`src/rtl/ble_rx_pkg.sv`:
```
// Shared BLE receive definitions: FSM state encodings, advertising channel
// codes and small channel helpers used by the scan controller and its
// channel selector.
package ble_rx_pkg;

  localparam int unsigned ST_W = 3;
  localparam int unsigned CH_W = 2;
  localparam int unsigned NUM_ADV_CH = 3;

  typedef logic [ST_W-1:0] state_t;
  typedef logic [CH_W-1:0] chan_t;

  // Scan FSM state encodings (also exported on the state port)
  localparam logic [2:0] ST_IDLE   = 3'd0;
  localparam logic [2:0] ST_SETTLE = 3'd1;
  localparam logic [2:0] ST_LISTEN = 3'd2;
  localparam logic [2:0] ST_LOCKED = 3'd3;
  localparam logic [2:0] ST_REPORT = 3'd4;
  localparam logic [2:0] ST_HOP    = 3'd5;

  // Advertising channel codes driven to the CDR core
  localparam logic [1:0] CH37 = 2'b00;
  localparam logic [1:0] CH38 = 2'b01;
  localparam logic [1:0] CH39 = 2'b10;

  // Next channel in hop order 37 -> 38 -> 39 -> 37
  function automatic chan_t chan_inc(input chan_t ch);
    chan_t r;
    case (ch)
      CH37:    r = CH38;
      CH38:    r = CH39;
      default: r = CH37;
    endcase
    return r;
  endfunction

  // One-hot mask bit corresponding to a channel code (bit0 = channel 37)
  function automatic logic [NUM_ADV_CH-1:0] chan_oh(input chan_t ch);
    logic [NUM_ADV_CH-1:0] r;
    case (ch)
      CH37:    r = 3'b001;
      CH38:    r = 3'b010;
      CH39:    r = 3'b100;
      default: r = 3'b000;
    endcase
    return r;
  endfunction

endpackage

```
`src/rtl/ble_chan_sel.sv`:
```
// Combinational advertising-channel picker.
// Ports:
//   cur_chan     - channel currently selected
//   chan_mask    - channel enables (bit0=37, bit1=38, bit2=39)
//   first_chan_c - lowest enabled channel (used when a scan starts)
//   next_chan_c  - next enabled channel after cur_chan, wrapping, falling back
//                  to cur_chan when it is the only one enabled
//   none_c       - no channel enabled
module ble_chan_sel
  import ble_rx_pkg::*;
(
  input  logic [1:0] cur_chan,
  input  logic [2:0] chan_mask,
  output logic [1:0] first_chan_c,
  output logic [1:0] next_chan_c,
  output logic       none_c
);

  logic [1:0] cand1;
  logic [1:0] cand2;

  // Lowest enabled channel
  always_comb begin
    first_chan_c = CH37;
    none_c       = (chan_mask == 3'b000);
    if (chan_mask[0]) begin
      first_chan_c = CH37;
    end else if (chan_mask[1]) begin
      first_chan_c = CH38;
    end else if (chan_mask[2]) begin
      first_chan_c = CH39;
    end
  end

  // Hop candidates in wrap order; the nearest enabled one wins
  always_comb begin
    cand1       = chan_inc(cur_chan);
    cand2       = chan_inc(cand1);
    next_chan_c = cur_chan;
    if ((chan_mask & chan_oh(cand2)) != 3'b000) begin
      next_chan_c = cand2;
    end
    if ((chan_mask & chan_oh(cand1)) != 3'b000) begin
      next_chan_c = cand1;
    end
  end

endmodule

```
`src/rtl/ble_scan_ctrl.sv`:
```
// BLE advertising-channel scan controller. Cycles the CDR core over the
// enabled advertising channels: flush (SETTLE), listen for a dwell period,
// follow a detected preamble (LOCKED) and report received packets.
// Ports:
//   clk, rst_n             - clock, asynchronous active-low reset
//   start, stop            - one-cycle pulses to begin / abort scanning
//   chan_mask              - channel enables, bit0 = 37
//   dwell_len              - LISTEN cycles per channel (0 behaves as 1)
//   lock_timeout           - LOCKED cycles before abandoning (0 behaves as 1)
//   preamble_det           - level status from the CDR core
//   packet_det             - level status from the CDR core
//   channel_sel            - channel code to the core
//   core_en, core_rst_n    - core enable and active-low flush
//   pkt_valid, pkt_chan    - per-packet pulse and its channel
//   pkt_count              - saturating packet counter
//   busy, cfg_err, state   - status
module ble_scan_ctrl
  import ble_rx_pkg::*;
#(
  parameter int unsigned CNT_W      = 16,
  parameter int unsigned SETTLE_CYC = 8,
  parameter int unsigned PKT_CNT_W  = 8
) (
  input  logic                 clk,
  input  logic                 rst_n,
  input  logic                 start,
  input  logic                 stop,
  input  logic [2:0]           chan_mask,
  input  logic [CNT_W-1:0]     dwell_len,
  input  logic [CNT_W-1:0]     lock_timeout,
  input  logic                 preamble_det,
  input  logic                 packet_det,
  output logic [1:0]           channel_sel,
  output logic                 core_en,
  output logic                 core_rst_n,
  output logic                 pkt_valid,
  output logic [1:0]           pkt_chan,
  output logic [PKT_CNT_W-1:0] pkt_count,
  output logic                 busy,
  output logic                 cfg_err,
  output logic [2:0]           state
);

  localparam int unsigned SET_W    = (SETTLE_CYC > 2) ? $clog2(SETTLE_CYC) : 1;
  localparam int unsigned SET_LAST = (SETTLE_CYC > 0) ? SETTLE_CYC - 1 : 0;

  logic [2:0]           state_q,       state_d;
  logic [1:0]           channel_sel_q, channel_sel_d;
  logic [SET_W-1:0]     settle_cnt_q,  settle_cnt_d;
  logic [CNT_W-1:0]     tmr_q,         tmr_d;
  logic                 pre_q,         pre_d;
  logic                 pkt_q,         pkt_d;
  logic                 core_en_q,     core_en_d;
  logic                 core_rst_n_q,  core_rst_n_d;
  logic                 pkt_valid_q,   pkt_valid_d;
  logic [1:0]           pkt_chan_q,    pkt_chan_d;
  logic [PKT_CNT_W-1:0] pkt_count_q,   pkt_count_d;
  logic                 busy_q,        busy_d;
  logic                 cfg_err_q,     cfg_err_d;

  logic [1:0]       first_chan_c;
  logic [1:0]       next_chan_c;
  logic             none_c;
  logic             pre_rise_c;
  logic             pkt_rise_c;
  logic [CNT_W-1:0] dwell_last_c;
  logic [CNT_W-1:0] lock_last_c;

  ble_chan_sel u_chan_sel (
    .cur_chan     (channel_sel_q),
    .chan_mask    (chan_mask),
    .first_chan_c (first_chan_c),
    .next_chan_c  (next_chan_c),
    .none_c       (none_c)
  );

  // Edge detect against the previous cycle; the history register runs in
  // every state so a level already high when SETTLE ends is not an edge.
  assign pre_rise_c = preamble_det & ~pre_q;
  assign pkt_rise_c = packet_det & ~pkt_q;

  // Terminal timer values with zero lengths behaving as one cycle
  assign dwell_last_c = (dwell_len == '0) ? '0 : dwell_len - CNT_W'(1);
  assign lock_last_c  = (lock_timeout == '0) ? '0 : lock_timeout - CNT_W'(1);

  // Next-state and registered-output decode
  always_comb begin
    state_d       = state_q;
    channel_sel_d = channel_sel_q;
    settle_cnt_d  = settle_cnt_q;
    tmr_d         = tmr_q;
    cfg_err_d     = cfg_err_q;
    pre_d         = preamble_det;
    pkt_d         = packet_det;
    pkt_chan_d    = pkt_chan_q;
    pkt_count_d   = pkt_count_q;

    case (state_q)
      ST_IDLE: begin
        if (start) begin
          if (none_c) begin
            cfg_err_d = 1'b1;
          end else begin
            cfg_err_d     = 1'b0;
            channel_sel_d = first_chan_c;
            settle_cnt_d  = '0;
            state_d       = ST_SETTLE;
          end
        end
      end
      ST_SETTLE: begin
        if (settle_cnt_q == SET_W'(SET_LAST)) begin
          tmr_d   = '0;
          state_d = ST_LISTEN;
        end else begin
          settle_cnt_d = settle_cnt_q + SET_W'(1);
        end
      end
      ST_LISTEN: begin
        if (pkt_rise_c) begin
          state_d = ST_REPORT;
        end else if (pre_rise_c) begin
          tmr_d   = '0;
          state_d = ST_LOCKED;
        end else if (tmr_q == dwell_last_c) begin
          state_d = ST_HOP;
        end else begin
          tmr_d = tmr_q + CNT_W'(1);
        end
      end
      ST_LOCKED: begin
        if (pkt_rise_c) begin
          state_d = ST_REPORT;
        end else if (tmr_q == lock_last_c) begin
          state_d = ST_HOP;
        end else begin
          tmr_d = tmr_q + CNT_W'(1);
        end
      end
      ST_REPORT: begin
        state_d = ST_HOP;
      end
      ST_HOP: begin
        if (none_c) begin
          cfg_err_d = 1'b1;
          state_d   = ST_IDLE;
        end else begin
          channel_sel_d = next_chan_c;
          settle_cnt_d  = '0;
          state_d       = ST_SETTLE;
        end
      end
      default: begin
        state_d = ST_IDLE;
      end
    endcase

    // Abort overrides every other event; the channel and error flag hold
    if (stop && (state_q != ST_IDLE)) begin
      state_d       = ST_IDLE;
      channel_sel_d = channel_sel_q;
      cfg_err_d     = cfg_err_q;
    end

    // Outputs follow the state being entered so they line up with state_q
    core_en_d    = (state_d == ST_LISTEN) || (state_d == ST_LOCKED) ||
                   (state_d == ST_REPORT);
    core_rst_n_d = (state_d != ST_IDLE) && (state_d != ST_SETTLE);
    busy_d       = (state_d != ST_IDLE);
    pkt_valid_d  = (state_d == ST_REPORT);
    if (state_d == ST_REPORT) begin
      pkt_chan_d = channel_sel_q;
      if (!(&pkt_count_q)) begin
        pkt_count_d = pkt_count_q + PKT_CNT_W'(1);
      end
    end
  end

  // State and output registers
  always_ff @(posedge clk or negedge rst_n) begin
    if (!rst_n) begin
      state_q       <= ST_IDLE;
      channel_sel_q <= CH37;
      settle_cnt_q  <= '0;
      tmr_q         <= '0;
      pre_q         <= 1'b0;
      pkt_q         <= 1'b0;
      core_en_q     <= 1'b0;
      core_rst_n_q  <= 1'b0;
      pkt_valid_q   <= 1'b0;
      pkt_chan_q    <= CH37;
      pkt_count_q   <= '0;
      busy_q        <= 1'b0;
      cfg_err_q     <= 1'b0;
    end else begin
      state_q       <= state_d;
      channel_sel_q <= channel_sel_d;
      settle_cnt_q  <= settle_cnt_d;
      tmr_q         <= tmr_d;
      pre_q         <= pre_d;
      pkt_q         <= pkt_d;
      core_en_q     <= core_en_d;
      core_rst_n_q  <= core_rst_n_d;
      pkt_valid_q   <= pkt_valid_d;
      pkt_chan_q    <= pkt_chan_d;
      pkt_count_q   <= pkt_count_d;
      busy_q        <= busy_d;
      cfg_err_q     <= cfg_err_d;
    end
  end

  assign state       = state_q;
  assign channel_sel = channel_sel_q;
  assign core_en     = core_en_q;
  assign core_rst_n  = core_rst_n_q;
  assign pkt_valid   = pkt_valid_q;
  assign pkt_chan    = pkt_chan_q;
  assign pkt_count   = pkt_count_q;
  assign busy        = busy_q;
  assign cfg_err     = cfg_err_q;

endmodule
```
`config.mk`:
```
export PLATFORM = sky130hd
export DESIGN_NAME = ble_scan_ctrl
export DESIGN_NICKNAME = d
export VERILOG_FILES = /design/src/rtl/ble_rx_pkg.sv /design/src/rtl/ble_chan_sel.sv /design/src/rtl/ble_scan_ctrl.sv
export SDC_FILE = /design/constraint.sdc
export NUM_CORES = 1
export LEC_CHECK = 0
export ABC_AREA = 1
export BUFFER_PORTS_ARGS = -buffer_cell sky130_fd_sc_hd__buf_2
export CORE_UTILIZATION = 53
export CTS_CLUSTER_DIAMETER = 60
export DETAILED_ROUTE_END_ITERATION = 12
export GPL_TIMING_DRIVEN = 0
export PLACE_DENSITY = 0.8
export SLEW_MARGIN = 30
export SYNTH_ARGS = -nofsm -noshare
export SYNTH_HDL_FRONTEND = slang
export SYNTH_SLANG_ARGS = --single-unit
```
`constraint.sdc`:
```
create_clock -name clk -period 1.8 [get_ports clk]
set_clock_uncertainty 0.15 [all_clocks]
set_input_delay 0.09 -clock clk [delete_from_list [all_inputs] [get_ports clk]]
set_output_delay 0.09 -clock clk [all_outputs]
set_load 0.05 [all_outputs]
```
==> results list <==
* Outcome: finished, violations left
* Violated checks: setup timing
- Count of flip-flops with a built-in enable after synthesis: 0
- Maximum level of the CTS H-tree: 2
* Setup slack, reg-to-reg: -0.49 ns
* Number of nets in the layout: ~860
- In the global route stage, overall resource usage came out at between 30% and 40%.
* Placement Rows: 31
- Number of pins with negative max-slew slack in the final report: 0
- Ratio of final minimum period to clock period: 127%
* Maximum number of pins on one net before global-route repair: 42
- Average cell area after synthesis: about 6 um2
- Cell-by-cell trace of the critical path: nor2_2 > inv_1 > nor2_1 > inv_1 > nor2_1 > nor2_1 > nand3_2 > nand2_4 > nor2_4 > buf_6 > nand3_1 > nand2_1
- For this run, global-route usage on met1 was measured as between 40% and 50%.
- TritonCTS built the clock tree.
- Yosys printed 0 warnings.
* Vias in the first global route: just under 5000
* Max-Cap Viols: 0
- Largest fanout of any net on the critical path: 6
* Count of non-filler cells in the finished layout: 910
* Kind of capture point of the worst setup path: flip-flop
- Nature of the critical path startpoint: flip-flop
- The worst hold path terminates at channel_sel[0]$_DFFE_PN0P_.
* Total leakage power: 0.00288 uW
- Global routing consumed, on the met2 layer, about three fifths of the routing resources.
* Clock root buffer: sky130_fd_sc_hd__clkbuf_8
- The floorplan step set the die width to 90.7 um.
- Post-route setup slack: -0.491 ns
- Antenna diode instance count: 0
* Hold path startpoint: chan_mask[0]
- Required arrival time at the worst endpoint: approximately 1.9 ns
- Pwr dens: approximately 990 nW/um2
- Power comes to approximately 5700 uW.
- After detailed routing, the number of remaining DRC violations is 0.
- The detailed router finished its first iteration with 587 violations.
- Register bit count reported by yosys: 41
- Unrepaired setup endpoints after global routing: true
- Total half-perimeter wirelength after legalization and detailed placement: 9530 um
- DIE HEIGHT: just over 90 um
- Initial core utilization: a little under three fifths
* Die area: 8220 um2
- Share of synthesized registers carrying an async set or reset: 100%
* Global-route wire length before repair: around 23000 um
- In this run the standard cell core region covers about 7400 um2.
* Summed instance area of the synthesized netlist: approximately 4200 um2
- Routed wire length: about 15000 um
* Crit path max-delay family: simple AND/OR/NAND/NOR gates
- Startpoint of the worst-slack reg-to-reg timing path: state[2]$_DFF_PN0_
- For this run, the top clock speed supported by timing is between 0.4 and 0.5 GHz.
- Setup violations remaining at the end of the flow were counted as 34.
* Antenna Violating Nets Remaining: 0
- Clock transition at path regs: 0.09 ns
- Terminus of the critical flop-to-flop path: pkt_count[4]$_DFFE_PN0P_
- For this run, the slowest stage of the critical path takes 0.49 ns.
- Critical Path Stages: 12
* Number of detailed-route iterations in the first pass: 6
- In the final routed layout, each cell accounts on average for between 15 and 20 um.
- Cells after Synth: roughly 690
- Area Growth Syn to Fin: 38.7%
- In this run the most used layer during global routing was met2.
- Critical path class: reg -> reg
- Residual overflow from global routing: 0
- Count of buffers from port buffering: 60
- Type of the tightest min-delay check: in -> reg
* Clock buffer depth: 2
* Launching instance or port of the critical path: state[2]$_DFF_PN0_
* Ratio of cells with drive above 1 in the final layout: about a third
- Including well taps, the total number of placed cells is around 850.
- Number of buffers inserted during clock tree synthesis: 5
* Number of nets in the synthesized netlist: 740
- Cell with the largest stage delay on the worst path: sky130_fd_sc_hd__dfrtp_2
- The routed layout has 5392 vias.
* Via density per instance: about 5.9
- The worst hold path was traced through 4 stages.
- The later pin in the worst-skew pair is clocked with a latency of roughly 0.31 ns.
* Largest voltage drop on the vdd net: 1.08 mV
* Worst-case reg-to-reg path depth: 12
- Data on the critical path arrives at its endpoint at approximately 2.4 ns.
- Share of synthesized area occupied by flip-flops and latches: around 25%
- Last weighted congestion value of the routability-driven placer: roughly 0.97
- Number of antenna violations at the first check in global routing: 0
- During I/O placement, the number of pins put on the boundary was ~60.
* Met3 global-route usage: 5.13%
- At the pin with the least slew margin, the transition time is between 0.5 and 0.6 ns.
- The final hold violation count was 0.
* Cell occurring most often along the worst timing path: sky130_fd_sc_hd__nor2_1
* Post-synth top flop: sky130_fd_sc_hd__dfrtp_1
* Post-layout min period: 2.29 ns
- Relative max-transition margin: a little over three fifths
- Synth cell types: 37
- Sinks on the clock net: 41
- The filler cells instantiated in the layout total approximately 540.
- Crit path buf inv count: 3
[per-stage QoR]
stage / worst slack [ns] / area [um2] / utilization (%) / setup TNS [ns] / hold WS, ns
after global routing: -0.630 / 5780 / 78.0 / -17.27 / 0.0444
after detailed placement: -0.850 / 4670 / 63.0 / -24.29 / 0.0641
final: -0.491 / 5780 / 78.0 / -13.87 / 0.0262
after CTS: -0.297 / 5400 / 72.8 / -7.65 / 0.0255
after global placement: -0.805 / 4670 / 63.0 / -23.37 / 0.0630
after floorplan: -0.283 / 4250 / - / -6.75 / -0.356
[synthesized netlist by cell type, types with 8 or more instances]
| cell | number | area share [%] |
|---|---|---|
| sky130_fd_sc_hd__nor2_1 | 83 | 7.5 |
| sky130_fd_sc_hd__o21ai_0 | 28 | 3.4 |
| sky130_fd_sc_hd__a21oi_1 | 12 | 1.4 |
| sky130_fd_sc_hd__dfrtp_1 | 41 | 25 |
| sky130_fd_sc_hd__nand2_1 | 219 | 20 |
| sky130_fd_sc_hd__inv_1 | 84 | 7.6 |
| sky130_fd_sc_hd__a211oi_1 | 11 | 2.0 |
| sky130_fd_sc_hd__nand4_1 | 26 | 3.9 |
| sky130_fd_sc_hd__xor2_1 | 22 | 4.6 |
| sky130_fd_sc_hd__nand3_1 | 85 | 10 |
| sky130_fd_sc_hd__nor3_1 | 10 | 1.2 |
| sky130_fd_sc_hd__nor2_2 | 8 | 1.2 |
[how the worst max path moves through the flow]
| stage | to | slack, ns |
|---|---|---|
| floorplan | pkt_count[6]$_DFFE_PN0P_ | -0.28 |
| global route | pkt_chan[0]$_DFFE_PN0P_ | -0.63 |
| CTS | pkt_count[5]$_DFFE_PN0P_ | -0.30 |
| finish | pkt_count[4]$_DFFE_PN0P_ | -0.49 |
| global placement | pkt_count[1]$_DFFE_PN0P_ | -0.80 |
| detailed placement | pkt_count[5]$_DFFE_PN0P_ | -0.85 |
[registers in the layout, summed over array words and instances, names as in the netlist]
register,flops
settle_cnt_q,3
pkt_q,1
tmr_q,16
busy,1
cfg_err,1
pkt_valid,1
pkt_count,8
core_rst_n,1
pkt_chan,2
core_en,1
channel_sel,2
state,3
pre_q,1
[worst min-delay path: cells and delay by family]
kind / cells / cell delay (ns)
buffers and inverters: 1 / 0.13
AOI/OAI and AO/OA: 3 / 0.23
[area by class of cell]
type                       count  area, um2  area share [%]
clock buffer                   6       82.6            1.43
sequential                    41       1040            18.0
timing repair buffer         112        805            13.9
buffer                        13        124            2.14
clock inverter                 2       37.5           0.649
inverter                      85        342            5.91
tap                           99        124            2.14
multi-input combinational    552       3220            55.8
[what timing repair did]
action                                  4_1_cts  5_1_grt
hold endpoints to repair                     43        0
buffers inserted                             35       10
resized for setup                            91       92
hold buffers                                  3        0
pin swaps                                    30       30
endpoints found under the setup margin       35       39
gates cloned                                  2        2
[cells in the final DEF, fill, tap and decap left out, types with 5 or more instances in the layout]
master,Yosys,layout
sky130_fd_sc_hd__a211oi_1,11,10
sky130_fd_sc_hd__nand4_1,26,26
sky130_fd_sc_hd__inv_1,84,64
sky130_fd_sc_hd__nand2_1,219,188
sky130_fd_sc_hd__clkbuf_8,0,6
sky130_fd_sc_hd__buf_6,5,16
sky130_fd_sc_hd__o21ai_1,0,12
sky130_fd_sc_hd__a21oi_1,12,8
sky130_fd_sc_hd__dfrtp_1,41,28
sky130_fd_sc_hd__nand2_4,3,15
sky130_fd_sc_hd__nand3_2,3,18
sky130_fd_sc_hd__nand2_2,5,24
sky130_fd_sc_hd__nand3_1,85,69
sky130_fd_sc_hd__inv_2,0,14
sky130_fd_sc_hd__o21bai_1,5,5
sky130_fd_sc_hd__dfrtp_2,0,13
sky130_fd_sc_hd__buf_4,1,36
sky130_fd_sc_hd__nor2_4,5,19
sky130_fd_sc_hd__nor3_1,10,5
sky130_fd_sc_hd__xor2_1,22,21
sky130_fd_sc_hd__nor2_2,8,21
sky130_fd_sc_hd__nor2_1,83,56
sky130_fd_sc_hd__o21ai_0,28,12
sky130_fd_sc_hd__buf_2,2,59
[routing by layer]
metal,up-vias,share of wire (%)
li1,2490,-
met1,2486,39
met2,344,48
met3,72,9.8
met4,0,4.1
met5,-,0
[cells by family after synthesis]
logic type	after synthesis	synth area share [%]
compound gates	62	8.80
xor+xnor	23	4.83
fa+ha+maj	6	1.80
buf+inv	100	10.1
flops	41	24.6
simple gates	461	49.9
[power by group]
| part | total (uW) | switching (uW) | internal [uW] |
|---|---|---|---|
| Clock | 813 | 362 | 451 |
| Combinational | 3580 | 2310 | 1270 |
| Sequential | 1330 | 219 | 1110 |
| Total | 5720 | 2890 | 2830 |
No activity file was read; power rests on OpenSTA's default activity.
